--- src/rtl/sram_like_arbiter.sv ---
// rtl/sram_like_arbiter.sv - arbiter sharing one sram-like port between inst and data requesters
//
// Purpose:
//   Grants a single memory/bridge sram-like port to either the CPU inst or data
//   requester, one outstanding transaction at a time (IDLE -> ADDR -> DATA).
//   Data wins a simultaneous request unless inst has waited through STARVE_LIM
//   consecutive data grants, in which case inst is forced to win.
//
// Ports:
//   clk, rstn                      clock (rising edge), asynchronous active-low reset
//   inst_req/wr/size/addr          inst request fields, req held until inst_addr_ok
//   inst_addr_ok/data_ok/rdata     inst handshake pulses and read data
//   data_req/wr/size/addr/wdata    data request fields, req held until data_addr_ok
//   data_addr_ok/data_ok/rdata     data handshake pulses and read data
//   bus_req/wr/size/addr/wdata     registered shared-port request
//   bus_rdata/addr_ok/data_ok      shared-port response

module sram_like_arbiter #(
    parameter int ADDR_W     = 32,
    parameter int DATA_W     = 32,
    parameter int STARVE_LIM = 4
) (
    input  logic              clk,
    input  logic              rstn,

    input  logic              inst_req,
    input  logic              inst_wr,
    input  logic [1:0]        inst_size,
    input  logic [ADDR_W-1:0] inst_addr,
    output logic              inst_addr_ok,
    output logic              inst_data_ok,
    output logic [DATA_W-1:0] inst_rdata,

    input  logic              data_req,
    input  logic              data_wr,
    input  logic [1:0]        data_size,
    input  logic [ADDR_W-1:0] data_addr,
    input  logic [DATA_W-1:0] data_wdata,
    output logic              data_addr_ok,
    output logic              data_data_ok,
    output logic [DATA_W-1:0] data_rdata,

    output logic              bus_req,
    output logic              bus_wr,
    output logic [1:0]        bus_size,
    output logic [ADDR_W-1:0] bus_addr,
    output logic [DATA_W-1:0] bus_wdata,
    input  logic [DATA_W-1:0] bus_rdata,
    input  logic              bus_addr_ok,
    input  logic              bus_data_ok
);

    typedef enum logic [1:0] {
        IDLE = 2'd0,
        ADDR = 2'd1,
        DATA = 2'd2
    } state_t;

    localparam logic       OWN_INST = 1'b0;
    localparam logic       OWN_DATA = 1'b1;
    localparam logic [3:0] LIM      = 4'(STARVE_LIM);

    state_t              state_q;
    logic                owner_q;
    logic [3:0]          starve_q;
    logic                bus_req_q;
    logic                bus_wr_q;
    logic [1:0]          bus_size_q;
    logic [ADDR_W-1:0]   bus_addr_q;
    logic [DATA_W-1:0]   bus_wdata_q;

    logic any_req;
    logic pick_data;
    logic addr_hs;
    logic data_hs;

    assign any_req   = inst_req | data_req;
    // Data wins a tie unless inst has been passed over STARVE_LIM times in a row.
    assign pick_data = data_req & ~(inst_req & (starve_q == LIM));
    // Handshakes only count in the phase that expects them; strays are dropped.
    assign addr_hs   = (state_q == ADDR) & bus_addr_ok;
    assign data_hs   = (state_q == DATA) & bus_data_ok;

    always_ff @(posedge clk or negedge rstn) begin
        if (!rstn) begin
            state_q     <= IDLE;
            owner_q     <= OWN_INST;
            starve_q    <= '0;
            bus_req_q   <= 1'b0;
            bus_wr_q    <= 1'b0;
            bus_size_q  <= '0;
            bus_addr_q  <= '0;
            bus_wdata_q <= '0;
        end else begin
            case (state_q)
                IDLE: begin
                    if (any_req) begin
                        state_q   <= ADDR;
                        bus_req_q <= 1'b1;
                        if (pick_data) begin
                            owner_q     <= OWN_DATA;
                            bus_wr_q    <= data_wr;
                            bus_size_q  <= data_size;
                            bus_addr_q  <= data_addr;
                            bus_wdata_q <= data_wr ? data_wdata : '0;
                            // Only a grant that leaves inst waiting counts toward starvation.
                            if (!inst_req) begin
                                starve_q <= '0;
                            end else if (starve_q != LIM) begin
                                starve_q <= starve_q + 4'd1;
                            end
                        end else begin
                            owner_q     <= OWN_INST;
                            bus_wr_q    <= inst_wr;
                            bus_size_q  <= inst_size;
                            bus_addr_q  <= inst_addr;
                            bus_wdata_q <= '0;
                            starve_q    <= '0;
                        end
                    end else begin
                        starve_q <= '0;
                    end
                end
                ADDR: begin
                    if (bus_addr_ok) begin
                        bus_req_q <= 1'b0;
                        state_q   <= DATA;
                    end
                end
                DATA: begin
                    if (bus_data_ok) begin
                        state_q <= IDLE;
                    end
                end
                default: begin
                    state_q   <= IDLE;
                    bus_req_q <= 1'b0;
                end
            endcase
        end
    end

    assign bus_req   = bus_req_q;
    assign bus_wr    = bus_wr_q;
    assign bus_size  = bus_size_q;
    assign bus_addr  = bus_addr_q;
    assign bus_wdata = bus_wdata_q;

    assign inst_addr_ok = addr_hs & (owner_q == OWN_INST);
    assign data_addr_ok = addr_hs & (owner_q == OWN_DATA);
    assign inst_data_ok = data_hs & (owner_q == OWN_INST);
    assign data_data_ok = data_hs & (owner_q == OWN_DATA);

    // Read data is forced to zero outside the owner's data_ok cycle.
    assign inst_rdata = inst_data_ok ? bus_rdata : '0;
    assign data_rdata = data_data_ok ? bus_rdata : '0;

endmodule

--- config.mk ---
export PLATFORM = sky130hd
export DESIGN_NAME = sram_like_arbiter
export DESIGN_NICKNAME = d
export VERILOG_FILES = /design/src/rtl/sram_like_arbiter.sv
export SDC_FILE = /design/constraint.sdc
export NUM_CORES = 1
export LEC_CHECK = 0
export BUFFER_PORTS_ARGS = -buffer_cell sky130_fd_sc_hd__clkbuf_2
export CAP_MARGIN = 20
export CORE_MARGIN = 2
export CORE_UTILIZATION = 35
export CTS_CLUSTER_DIAMETER = 150
export DETAILED_ROUTE_END_ITERATION = 12
export PLACE_DENSITY = 0.69
export SLEW_MARGIN = 20
export SYNTH_ARGS = -nofsm -noshare
export SYNTH_HDL_FRONTEND = slang
export SYNTH_SLANG_ARGS = --single-unit
--- constraint.sdc ---
create_clock -name clk -period 2.2 [get_ports clk]
set_clock_uncertainty 0.15 [all_clocks]
set_input_delay 0.11 -clock clk [delete_from_list [all_inputs] [get_ports clk]]
set_output_delay 0.11 -clock clk [all_outputs]
set_load 0.005 [all_outputs]
==> results of run 1 <==
[routing by layer]
metal  routed length (um)  share of wire (%)  global-route usage [%]
met5                    0                  0                       0
met4                  652                4.2                    13.2
met3                 1190                7.7                    3.67
met2                 8250                 53                    43.8
met1                 5370                 35                    26.7
[cell families (layout without fill, tap and decap cells)]
group | count (synthesis) | in the layout | share of synthesized area (%)
AO/OA/AOI/OAI | 78 | 78 | 20.3
AND/OR/NAND/NOR | 170 | 170 | 24.6
flip-flops | 75 | 75 | 45.4
buffers and inverters | 81 | 447 | 9.12
adder cells (fa/ha/maj) | 2 | 2 | 0.606
[power breakdown]
group / switching, mW / internal [mW]
registers: 0.422 / 2.01
logic: 1.70 / 1.57
clock network: 0.566 / 1.03
total: 2.68 / 4.60
[worst max-delay path by stage]
stage / cells past startpoint / endpoint
floorplan: 6 / bus_addr[4]$_DFFE_PN0P_
global placement: 5 / bus_wdata[5]$_DFFE_PN0P_
detailed placement: 5 / bus_wdata[13]$_DFFE_PN0P_
CTS: 5 / bus_wdata[22]$_DFFE_PN0P_
global route: 5 / bus_wdata[8]$_DFFE_PN0P_
finish: 5 / bus_wdata[8]$_DFFE_PN0P_
[timing repair]
action                                  4_1_cts  5_1_grt
endpoints found under the setup margin        0        0
hold buffers                                104        0
hold endpoints to repair                    145        0
[registers in the layout, indices dropped and copies added (netlist names)]
register	cells
owner_q	1
bus_wr	1
starve_q	4
bus_addr	32
bus_size	2
state_q	2
bus_wdata	32
bus_req	1
[per-stage QoR]
stage,hold WS [ns],instances,power [mW]
after floorplan,-0.336,406,4.31
after global placement,0.163,795,5.42
after detailed placement,0.174,795,5.53
after CTS,0.130,915,7.29
after global routing,0.165,915,7.75
final,0.171,915,7.29
[layout make-up]
type	count	area (um^2)	share of cell area, %
multi-input combinational	250	1890	27.1
inverter	41	154	2.21
clock buffer	12	246	3.54
clock inverter	4	73.8	1.06
sequential	75	1880	27.0
timing repair buffer	390	2540	36.5
tap	143	179	2.57
[Yosys cell counts (8+ instances only)]
cell type and number:
sky130_fd_sc_hd__inv_1 40, sky130_fd_sc_hd__dfrtp_1 75, sky130_fd_sc_hd__buf_6 8, sky130_fd_sc_hd__o221ai_2 29, sky130_fd_sc_hd__and2_1 67, sky130_fd_sc_hd__o2bb2ai_1 8
sky130_fd_sc_hd__a22o_1 25, sky130_fd_sc_hd__nand3_1 44, sky130_fd_sc_hd__nand4_1 35, sky130_fd_sc_hd__nand2_1 8, sky130_fd_sc_hd__clkbuf_1 20, sky130_fd_sc_hd__buf_2 10
[critical path: cells and delay by family (launching register included)]
kind	cells	cell delay (ns)
compound gates	1	0.28
fa+ha+maj	1	0.25
buf+inv	1	0.07
flops	1	0.41
simple gates	2	0.82
==> implementation parameters, run 1 <==
Parameter                              Value

Drt
  Final routed wirelength across all metal layers    ~15000 um
  Violation count after the first detailed-routing iteration    479
  Number of vias in the routed layout    about 4900
  ANT nets after route    0
  DR WL/cell    about 17 um
  Via density per instance    ~5.3
  Iteration count of the initial detailed-routing pass    5
  Residual DRC    0

Yosys
  Syn_area_per_cell    between 10 and 15 um^2
  Net count after synthesis    548
  Yosys top cell by area    sky130_fd_sc_hd__dfrtp_1
  Sequential fraction of the synthesis area    between 40% and 50%
  Number of synthesis warnings    0
  Share of synthesized registers carrying an async set or reset    100%
  Area share of the leading cell type in the synthesized netlist    between 40 and 50%
  Yosys reg bits    75
  Post-synth EDFFs    0
  Number of cells produced by synthesis    approximately 400
  Most instantiated flip-flop cell in the synthesis netlist    sky130_fd_sc_hd__dfrtp_1
  Cell area after technology mapping    roughly 4100 um^2
  Distinct cells, synth    33
  Cells taking the most area after synthesis    sky130_fd_sc_hd__dfrtp_1 (45%), sky130_fd_sc_hd__o221ai_2 (11%), sky130_fd_sc_hd__and2_1 (10%)

Worst setup path
  Slowest stage cell on the critical path    sky130_fd_sc_hd__and3_1
  Critical path peak fanout    24
  Type of the setup path with the least slack    reg2reg
  Start point of the critical path    starve_q[0]$_DFFE_PN0P_
  Endpoint required time on the critical path    2.31 ns
  Destination of the worst register-to-register timing path    bus_wdata[8]$_DFFE_PN0P_
  Worst reg-to-reg setup slack    0.15 ns
  Arrival time worst endpoint    approximately 2.2 ns
  R2r worst-path depth    5
  Crit end category    register
  Origin of the critical flop-to-flop path    starve_q[0]$_DFFE_PN0P_
  Crit-path cells    inv_1 -> ha_1 -> nand4b_4 -> and3_1 -> a22o_1
  Startpoint types    register
  Critical Path Max Stage Delay    0.71 ns

Cells and area
  Layout Cell Area excl Fill    ~7000 um^2
  Most frequent cells in the layout    sky130_fd_sc_hd__clkbuf_2 (274), sky130_fd_sc_hd__dlygate4sd3_1 (104), sky130_fd_sc_hd__dfrtp_1 (75)
  Final antenna diode count    0
  Fill cell instance count of the final layout    between 900 and 1000
  Final core area utilization    60.7%
  Share of cells above drive strength 1    ~44%
  Most common library cell in the layout ignoring fill and taps    sky130_fd_sc_hd__clkbuf_2
  Area delta synth->final    68.4%
  Layout Nets    approximately 910

Timing
  Worst rel slew slack    35.3%
  Final WS setup    ~0.15 ns
  Count of endpoints failing hold in the final timing report    0
  Maximum achievable frequency    a little under 0.5 GHz
  Final count of negative-setup-slack endpoints    0
  Part of the cycle the worst path needs    around 93%
  Final min period    a little over 2 ns
  Worst Tran Pin Value    approximately 0.97 ns
  RSZ-0062 raised after global routing    false
  Sum Neg Setup Slack    0 ns
  Number of max-slew violations in the final report    0

Global routing
  Largest net degree at the start of global routing    85
  Combined global-route utilization of all metal layers    between 20% and 30%
  Global-route wire length before repair    24300 um
  Vias in the first global route    roughly 5000
  Number of antenna violations at the first check in global routing    0
  Overflow after GRT    0

Clocking
  Clk slew on worst S/H paths    0.06 ns
  Count of H-tree levels built during CTS    3
  CTS Sinks    75
  Clock tree from TritonCTS    yes
  Number of gates given a new drive strength after cts    0
  Total CTS buffers    9
  Post-CTS setup buffer count    0
  Clock root buffer master    sky130_fd_sc_hd__clkbuf_16
  Max clock buf depth    2
  Insertion delay of the later-clocked pin in the worst-skew pair    about 0.33 ns

Place
  Post-Place Worst Slack    0.177 ns
  Cell Area, Placed    ~5600 um^2
  Buffers on Ports    between 200 and 300
  Placer congestion estimate    ~0.94
  Detailed placement HPWL    10000 um

Power and ir drop
  IR Drop Worst-Case VDD    566 uV
  Static Leakage    ~3.6 nW
  Power Dens Cells    1050 nW/um^2

Outcome
  Status    finished clean

Die
  Die footprint    about 13000 um^2
  Floorplan Core Area    about 11000 um^2
  Chip Width    between 100 and 150 um
  Number of primary I/O pins    between 200 and 300
  Initial cell density of the core    between 30% and 40%
  Placement row count    39
  DIE HEIGHT    approximately 110 um

Min path
  Min-Delay Path Class    in2reg
  Hold path start    data_req
  Cell depth of the worst min-delay path    3
  Hold-critical path endpoint    bus_addr[17]$_DFFE_PN0P_

Run
  Max capacitance violation total    0
Note: power is estimated with default switching activity, not from simulation.
==> run 2: changes to the inputs <==
--- a/config.mk
+++ b/config.mk
@@ -11,7 +11,7 @@
 export CORE_UTILIZATION = 35
 export CTS_CLUSTER_DIAMETER = 150
 export DETAILED_ROUTE_END_ITERATION = 12
-export PLACE_DENSITY = 0.69
+export PLACE_DENSITY_LB_ADDON = 0.1
 export SLEW_MARGIN = 20
 export SYNTH_ARGS = -nofsm -noshare
 export SYNTH_HDL_FRONTEND = slang
==> implementation parameters, run 2 (same netlist as run 1, synthesis figures left out) <==
Parameter                              Value

Outcome
  Status    finished clean

Place
  Detailed placement HPWL    9920 um (-0.83%)
  Buffers on Ports    275 (unchanged)
  Placer congestion estimate    0.799 (-15%)
  Post-Place Worst Slack    0.129 ns (-0.0479 ns)

Worst setup path
  Startpoint types    register
  Endpoint required time on the critical path    1.94 ns (-0.37 ns)
  Worst reg-to-reg setup slack    0.26 ns (+0.11 ns)
  Type of the setup path with the least slack    reg2out
  Crit end category    output port
  Critical path peak fanout    33 (+38%)
  Arrival time worst endpoint    1.78 ns (-0.38 ns)

Global routing
  Number of antenna violations at the first check in global routing    0 (unchanged)
  Combined global-route utilization of all metal layers    23.8% (-0.28 points)
  Overflow after GRT    0 (unchanged)
  Global-route wire length before repair    23900 um (-1.7%)
  Vias in the first global route    4760 (-4.2%)
  Largest net degree at the start of global routing    48 (-44%)

Power and ir drop
  Power Dens Cells    1070 nW/um^2 (+2.0%)
  Static Leakage    3.58 nW (+0.91%)
  IR Drop Worst-Case VDD    575 uV (+1.5%)

Cells and area
  Area delta synth->final    70.3%
  Most common library cell in the layout ignoring fill and taps    sky130_fd_sc_hd__clkbuf_2
  Most frequent cells in the layout    sky130_fd_sc_hd__clkbuf_2 (274), sky130_fd_sc_hd__dlygate4sd3_1 (104), sky130_fd_sc_hd__dfrtp_1 (75)
  Share of cells above drive strength 1    44.2% (+0.46 points)
  Layout Nets    910 (+0.11%)
  Final core area utilization    61.4% (+0.67 points)
  Final antenna diode count    0 (unchanged)

Min path
  Min-Delay Path Class    in2async

Timing
  Worst Tran Pin Value    0.582 ns (-0.389 ns)
  Final count of negative-setup-slack endpoints    0 (unchanged)
  Count of endpoints failing hold in the final timing report    0 (unchanged)
  Worst rel slew slack    61.2% (+26 points)
  Number of max-slew violations in the final report    0 (unchanged)
  Part of the cycle the worst path needs    92.7% (-0.47 points)
  Maximum achievable frequency    0.490 GHz (+0.50%)
  Final min period    2.04 ns (-0.0103 ns)
  RSZ-0062 raised after global routing    false
  Final-layout worst hold slack    0.111 ns (-0.0599 ns)
  Final WS setup    0.160 ns (+0.0103 ns)
  Sum Neg Setup Slack    0 ns (unchanged)

Clocking
  Clk slew on worst S/H paths    0.06 ns (about the same)
  Total CTS buffers    9 (unchanged)
  Post-CTS setup buffer count    0 (unchanged)
  Count of H-tree levels built during CTS    3 (unchanged)
  Clock root buffer master    sky130_fd_sc_hd__clkbuf_16
  Clock tree from TritonCTS    yes
  CTS Sinks    75 (unchanged)
  Insertion delay of the later-clocked pin in the worst-skew pair    0.33 ns (about the same)
  Max clock buf depth    2 (unchanged)

Die
  Placement row count    39 (unchanged)
  DIE HEIGHT    113 um (unchanged)
  Chip Width    113 um (unchanged)
  Initial cell density of the core    36.0% (unchanged)
  Floorplan Core Area    11500 um^2 (unchanged)
  Number of primary I/O pins    276 (unchanged)
  Die footprint    12700 um^2 (unchanged)

Drt
  Final routed wirelength across all metal layers    15100 um (-2.6%)
  ANT nets after route    0 (unchanged)
  Iteration count of the initial detailed-routing pass    4 (-1)
  Violation count after the first detailed-routing iteration    408 (-15%)
  DR WL/cell    16.4 um (-2.7%)
  Residual DRC    0 (unchanged)
  Via density per instance    5.07 (-4.3%)
  Number of vias in the routed layout    4648 (-4.2%)

Run
  Max capacitance violation total    0 (unchanged)
-- run 2: path summary, 6_finish.rpt --
| check | to | depth (start not counted) | startpoint |
|---|---|---|---|
| worst max register to register | bus_wdata[31]$_DFFE_PN0P_ | 6 | starve_q[0]$_DFFE_PN0P_ |
| max in group asynchronous | starve_q[3]$_DFFE_PN0P_ | 3 | rstn |
| worst max-delay path | data_rdata[1] | 5 | state_q[0]$_DFFE_PN0P_ |
| min in group clk | starve_q[0]$_DFFE_PN0P_ | 4 | inst_req |
| worst min-delay path | bus_wdata[16]$_DFFE_PN0P_ | 2 | rstn |
| worst min register to register | bus_wdata[17]$_DFFE_PN0P_ | 1 | bus_wdata[17]$_DFFE_PN0P_ |
-- run 2: repair_timing --
item / CTS / global route
gates resized for setup: 0 / 1
endpoints found under the setup margin: 0 / 24
hold endpoints to repair: 145 / 0
hold buffers: 104 / 0
-- run 2: per-stage QoR --
stage               instances  power (mW)  instance area [um^2]
floorplan                 406        4.31                  4130
global placement          796        5.47                  5620
detailed placement        796        5.56                  5620
CTS                       916        7.56                  7030
global route              916        8.01                  7040
finish                    916        7.52                  7040
-- run 2: area by class of cell --
class                   count  area [um^2]
clock buffers              10          239
clock inverters             6          136
fillers                   966         4430
inverters                  41          154
multi-input cells         250         1890
flip-flops and latches     75         1880
well taps                 143          179
repair buffers            391         2560
-- run 2: where the power goes --
part           switching [mW]  internal (mW)  leakage (nW)
Clock                   0.587           1.26         0.179
Sequential              0.420           2.01         0.955
Combinational            1.67           1.58          2.45
Total                    2.68           4.84          3.58
-- run 2: critical path: stages, from the launching register on --
cell and delay [ns]:
sky130_fd_sc_hd__dfrtp_1 0.44, sky130_fd_sc_hd__nand2b_1 0.22, sky130_fd_sc_hd__nor3_2 0.12, sky130_fd_sc_hd__buf_4 0.28, sky130_fd_sc_hd__and2_1 0.24, sky130_fd_sc_hd__clkbuf_2 0.14
-- run 2: routing by layer --
metal  track usage, %  vias to the layer above  share of wire, %
li1                 -                     2188                 -
met4             9.59                        0               2.7
met5                0                        -                 0
met3             5.08                       34               7.1
met2             41.3                      244                51
met1             28.6                     2182                39
